[config.mk]
export PLATFORM = sky130hd
export DESIGN_NAME = alu_arb
export DESIGN_NICKNAME = d
export VERILOG_FILES = /design/src/rtl/alu_arb.sv
export SDC_FILE = /design/constraint.sdc
export NUM_CORES = 1
export LEC_CHECK = 0
export BUFFER_PORTS_ARGS = -buffer_cell sky130_fd_sc_hd__buf_2
export CAP_MARGIN = 20
export CORE_AREA = 2 2 112 114
export CTS_BUF_LIST = sky130_fd_sc_hd__clkbuf_4 sky130_fd_sc_hd__clkbuf_8 sky130_fd_sc_hd__clkbuf_16
export CTS_CLUSTER_SIZE = 14
export DETAILED_ROUTE_END_ITERATION = 8
export DIE_AREA = 0 0 114 116
export PLACE_DENSITY_LB_ADDON = 0.15
export SYNTH_ARGS = -nofsm -noshare
export SYNTH_HDL_FRONTEND = slang
export SYNTH_SLANG_ARGS = --single-unit
[constraint.sdc]
create_clock -name clk -period 5.34 [get_ports clk]
set_clock_uncertainty 0.05 [all_clocks]
set_input_delay 1.068 -clock clk [delete_from_list [all_inputs] [get_ports clk]]
set_output_delay 1.068 -clock clk [all_outputs]
set_load 0.02 [all_outputs]
[src/rtl/alu_arb.sv]
// alu_arb: two-requester round-robin front end for a single shared ALU.
// One operation in flight: IDLE (arbitrate) -> EXEC (alu_en) -> FLAG (grab
// registered flags) -> RESP (hold response until consumed).
module alu_arb #(
    parameter int W   = 32,
    parameter int OPW = 4,
    parameter int FW  = 4
) (
    input  logic           clk,
    input  logic           rst,
    input  logic           r0_valid,
    output logic           r0_ready,
    input  logic [W-1:0]   r0_op1,
    input  logic [W-1:0]   r0_op2,
    input  logic [OPW-1:0] r0_oprt,
    input  logic           r1_valid,
    output logic           r1_ready,
    input  logic [W-1:0]   r1_op1,
    input  logic [W-1:0]   r1_op2,
    input  logic [OPW-1:0] r1_oprt,
    output logic [W-1:0]   alu_op1,
    output logic [W-1:0]   alu_op2,
    output logic [OPW-1:0] alu_oprt,
    output logic           alu_en,
    input  logic [W-1:0]   alu_res,
    input  logic [10:0]    alu_flag,
    output logic           rsp_valid,
    input  logic           rsp_ready,
    output logic           rsp_id,
    output logic [W-1:0]   rsp_res,
    output logic [FW-1:0]  rsp_flag
);

    typedef enum logic [1:0] {IDLE, EXEC, FLAG, RESP} state_t;

    state_t state, state_nxt;
    logic   last_id;   // requester granted most recently; 1 after reset so r0 goes first
    logic   grant0, grant1;
    logic   unused_flag;

    // Only the low FW flag bits are returned; the rest of the ALU flag bus is ignored.
    assign unused_flag = &{1'b0, alu_flag};

    // Combinational round-robin arbitration, only while idle.
    always_comb begin
        grant0 = 1'b0;
        grant1 = 1'b0;
        if (state == IDLE) begin
            if (r0_valid && (!r1_valid || last_id))
                grant0 = 1'b1;
            else if (r1_valid)
                grant1 = 1'b1;
        end
    end

    assign r0_ready = grant0;
    assign r1_ready = grant1;

    // State register.
    always_ff @(posedge clk) begin
        if (!rst) state <= IDLE;
        else      state <= state_nxt;
    end

    // Next-state and state-decoded outputs.
    always_comb begin
        state_nxt = state;
        alu_en    = 1'b0;
        rsp_valid = 1'b0;
        case (state)
            IDLE: if (grant0 || grant1) state_nxt = EXEC;
            EXEC: begin
                alu_en    = 1'b1;
                state_nxt = FLAG;
            end
            FLAG: state_nxt = RESP;
            RESP: begin
                rsp_valid = 1'b1;
                if (rsp_ready) state_nxt = IDLE;
            end
            default: state_nxt = IDLE;
        endcase
    end

    // Operand latch on grant, result capture in EXEC, flag capture in FLAG.
    // alu_res is undriven outside EXEC, so it is only ever sampled there.
    always_ff @(posedge clk) begin
        if (!rst) begin
            alu_op1  <= '0;
            alu_op2  <= '0;
            alu_oprt <= '0;
            rsp_id   <= 1'b0;
            rsp_res  <= '0;
            rsp_flag <= '0;
            last_id  <= 1'b1;
        end else begin
            if (grant0 || grant1) begin
                alu_op1  <= grant1 ? r1_op1  : r0_op1;
                alu_op2  <= grant1 ? r1_op2  : r0_op2;
                alu_oprt <= grant1 ? r1_oprt : r0_oprt;
                rsp_id   <= grant1;
                last_id  <= grant1;
            end
            if (state == EXEC) rsp_res  <= alu_res;
            if (state == FLAG) rsp_flag <= alu_flag[FW-1:0];
        end
    end

endmodule

## After elaboration in Yosys (flattened, before gate mapping)

Index checks and enable logic that the tools add are counted.
Widths: inputs -> output; s select.

- Eq/ne operators: 5
- Mux-type cells: 13
- Reduce and logical (&&, ||, !) cells: 6

Operators by type and width:

| cell | count |
|---|---|
| $mux 32 | 2 |
| $pmux 2 s4 | 1 |
| $mux 1 | 7 |
| $eq 2x2->1 const B | 2 |
| $mux 2 | 2 |
| $mux 4 | 1 |
| $eq 2x1->1 const B | 1 |
| $logic_not 2->1 | 1 |
| $logic_or 1x1->1 | 2 |
| $ne 2x1->1 const B | 1 |
| $ne 2x2->1 const B | 1 |
| $reduce_and 2->1 | 1 |
| $logic_and 1x1->1 | 1 |
| $logic_not 1->1 | 1 |

- Register bits after elaboration: 108
- Input port bits: 184
- Output and inout port bits: 109
- Word-level logic and storage cells: 32

## Depth between registers and ports, before layout

- Depth in word-level cells: 8
- Mapped depth: 8
- Gate-level depth less buffers: 5

## Worst setup path after synthesis

Ideal clock, no wire load.

- Path kind: input-to-output
- Start: in r0_valid
- End: out r1_ready
- Data arrival time: 2065 ps
- Slack: 2157 ps
- Cell stages on the path: 7
- Path buffers: 4
- Cell sequence: and2_1 clkbuf_2 or2_1 buf_6 buf_6 buf_6 inv_1

- Cells in the longest elaborated chain, start to end: 3

Ends and longest elaborated chain:

| item | line | RTL |
|---|---|---|
| start: declaration | 11 | `input logic r0_valid,` |
| $logic_and 1x1->1 | 49 | `if (r0_valid && (!r1_valid \|\| last_id))` |
| $mux 1 | 49 |  |
| $mux 1 | 48 | `if (state == IDLE) begin` |
| end: declaration | 17 | `output logic r1_ready,` |

Every way passes these cells.

## Worst setup path after layout

- Start: reg state[0]
- End: out r0_ready

- Cells in the longest elaborated chain, start to end: 2

Ends and longest elaborated chain:

| item | line | RTL |
|---|---|---|
| start: declaration | 36 | `state_t state, state_nxt;` |
| start signal: assignment | 62 | `else state <= state_nxt;` |
| $logic_not 2->1 | 48 |  |
| $mux 1 | 48 |  |
| end: declaration | 12 | `output logic r0_ready,` |

Every way passes these cells.

==> metrics <==
Crit. End Element primary output; setup violators final 0; final std cells w/o fill 933; multi-input logic area 2500 um^2; Worst Setup Path Type register to primary output; final hold violation count 0; Worst Path Max Fanout 74; post-route design area 6650 um^2; R2R Setup Slk 2.73 ns; Worst R2R End alu_op1[21]; Crit path arrival time 2.04 ns; Post-DRT Antenna Nets 0; number of global-route vias before repair 4869; CTS max path bufs 2; startpoint types register; Port Buf Inserts 285; global route overflow 0; Peak VDD IR 317 uV; Num CTS Buffers 9; Root Buffer clkbuf_16; Yosys warnings 0; # DRC 0; clock slew at reported path FFs 0.06 ns; Cells after Synth 541; die area 13200 um^2; Final nets 969; DR vias/cell 5.35; Final Cycle Share 59.2%; outcome completed; reg2reg start state[0]; Async SR Flop Fraction 0%; layout cells sized above 1 41.2%; First DRT Iteration DRCs 260; placed cells 917; clock sink count 108; Final min period 3.16 ns; Hold Buf Count CTS 0; Post-Route WL 15.8 mm; hold path endpoint state[1]; diodes inserted 0; Max transition margin 31.1%; Fmax 0.317 GHz; worst r2r path cells 7; DR pass1 iterations 4; prevailing post-synth register cell dfxtp_1; syn_nets 729; Post-synth EDFFs 0; Slew Limit Fails 0; Chip Width 114 um; final core utilization 55.8%; flops & latches, synth 108; initial antenna violation count 0; power consumption 3.56 mW; syn_area_per_cell 9.15 um^2; worst min-delay path class register to register; core area 11900 um^2; Pwr Density 536 nW/um^2; Hold Path Depth 2; Avg WL per Cell 17.0 um; Leak 2.86 nW; min-delay src state[1]; Area Growth Syn to Fin 34.4%; starting density of the core 41.6%; CTS tree built; H-tree Lvls 3; worst skew pair latency 0.34 ns; Vias 4992; Mapped Area 4950 um^2; Least-Margin Pin Slew 1.03 ns; GRT Overall Usage 23.1%; Max-cap violations 0; Filler Cells Inserted 1098; largest net degree at the start of global routing 75; GPL Wtd Cong 0.745; Area after DPL 6360 um^2; Setup Fix Bufs, Post-CTS 0; Sequential Area 2160 um^2; post-DP HPWL 10.5 mm; Synth cell types 24; std cell rows 40; CTS resizes 0; total negative slack 0 ns; first-pass GRT wire length 24.4 mm; RSZ-0062 raised after global routing false; required time worst endpoint 4.22 ns; sequential share of the synthesized area 43.7%; die height 116 um; I/O pins 293
[worst max path at each step]
stage	from	to	slack [ns]	depth (start not counted)
after floorplan	r0_valid	r1_ready	2.16	7
after global placement	r0_valid	r1_ready	2.32	5
after detailed placement	r1_valid	alu_op2[0]	2.31	5
after CTS	state[0]	r0_ready	2.13	6
after global routing	state[0]	r0_ready	1.90	6
final	state[0]	r0_ready	2.18	6
[power breakdown]
group / switching [mW] / internal (mW)
registers: 0.122 / 1.07
logic: 1.06 / 0.653
clock network: 0.295 / 0.360
total: 1.48 / 2.08
[per-stage QoR]
step	worst slack [ns]	hold WS, ns
after global placement	2.32	0.434
after global routing	1.90	0.491
after CTS	2.13	0.464
after floorplan	2.16	0.418
after detailed placement	2.31	0.446
final	2.18	0.460
[cells by family after synthesis]
group                    synth area share (%)
flip-flops                               43.7
AND/OR/NAND/NOR                          22.7
adder cells (fa/ha/maj)                  1.01
multiplexers                             7.48
AO/OA/AOI/OAI                            19.1
buffers and inverters                    6.04
[cell usage in the layout, fill, tap and decap left out, types with 6 or more instances in the layout]
cell type | synthesis | routed
a211oi_2 | 9 | 9
dfxtp_1 | 108 | 108
nor3_1 | 68 | 68
mux2i_1 | 37 | 37
nor3b_1 | 69 | 69
buf_4 | 2 | 6
nor2b_1 | 37 | 37
o21ai_0 | 67 | 67
buf_2 | 12 | 285
a211oi_1 | 59 | 59
clkbuf_16 | 0 | 9
[state kept, by name, indices dropped and copies added, names as in the netlist]
| signal | cells |
|---|---|
| alu_op1 | 32 |
| alu_op2 | 32 |
| rsp_res | 32 |
| alu_oprt | 4 |
| rsp_flag | 4 |
| state | 2 |
| last_id | 1 |
| rsp_id | 1 |
[final cells by class]
class,instances,area share [%]
multi-input cells,366,37.6
flip-flops and latches,108,32.5
repair buffers,292,22.4
clock buffers,13,4.12
well taps,147,2.77
clock inverters,3,0.301
inverters,4,0.226
[synthesized netlist by cell type, types with 9 or more instances]
library cell	instances	area share [%]
clkbuf_1	43	3.3
a211oi_2	9	2.3
o21ai_0	67	6.8
buf_2	12	1.2
dfxtp_1	108	44
nor2b_1	37	4.7
a211oi_1	59	8.9
mux2i_1	37	7.5
nor3_1	68	6.9
nor3b_1	69	10
[worst max-delay path: stages, from the launching register on]
cell     delay (ns)
dfxtp_1        0.34
inv_1          0.09
ha_2           0.19
buf_4          0.51
nand2_1        0.09
a21oi_1        0.23
buf_2          0.23
[per-layer routing]
metal	track usage, %	share of wire (%)
met2	40.5	48
met3	5.75	8.3
met1	27.3	41
met4	8.86	2.4
met5	0	0
Power figures use the tool's default switching activity.
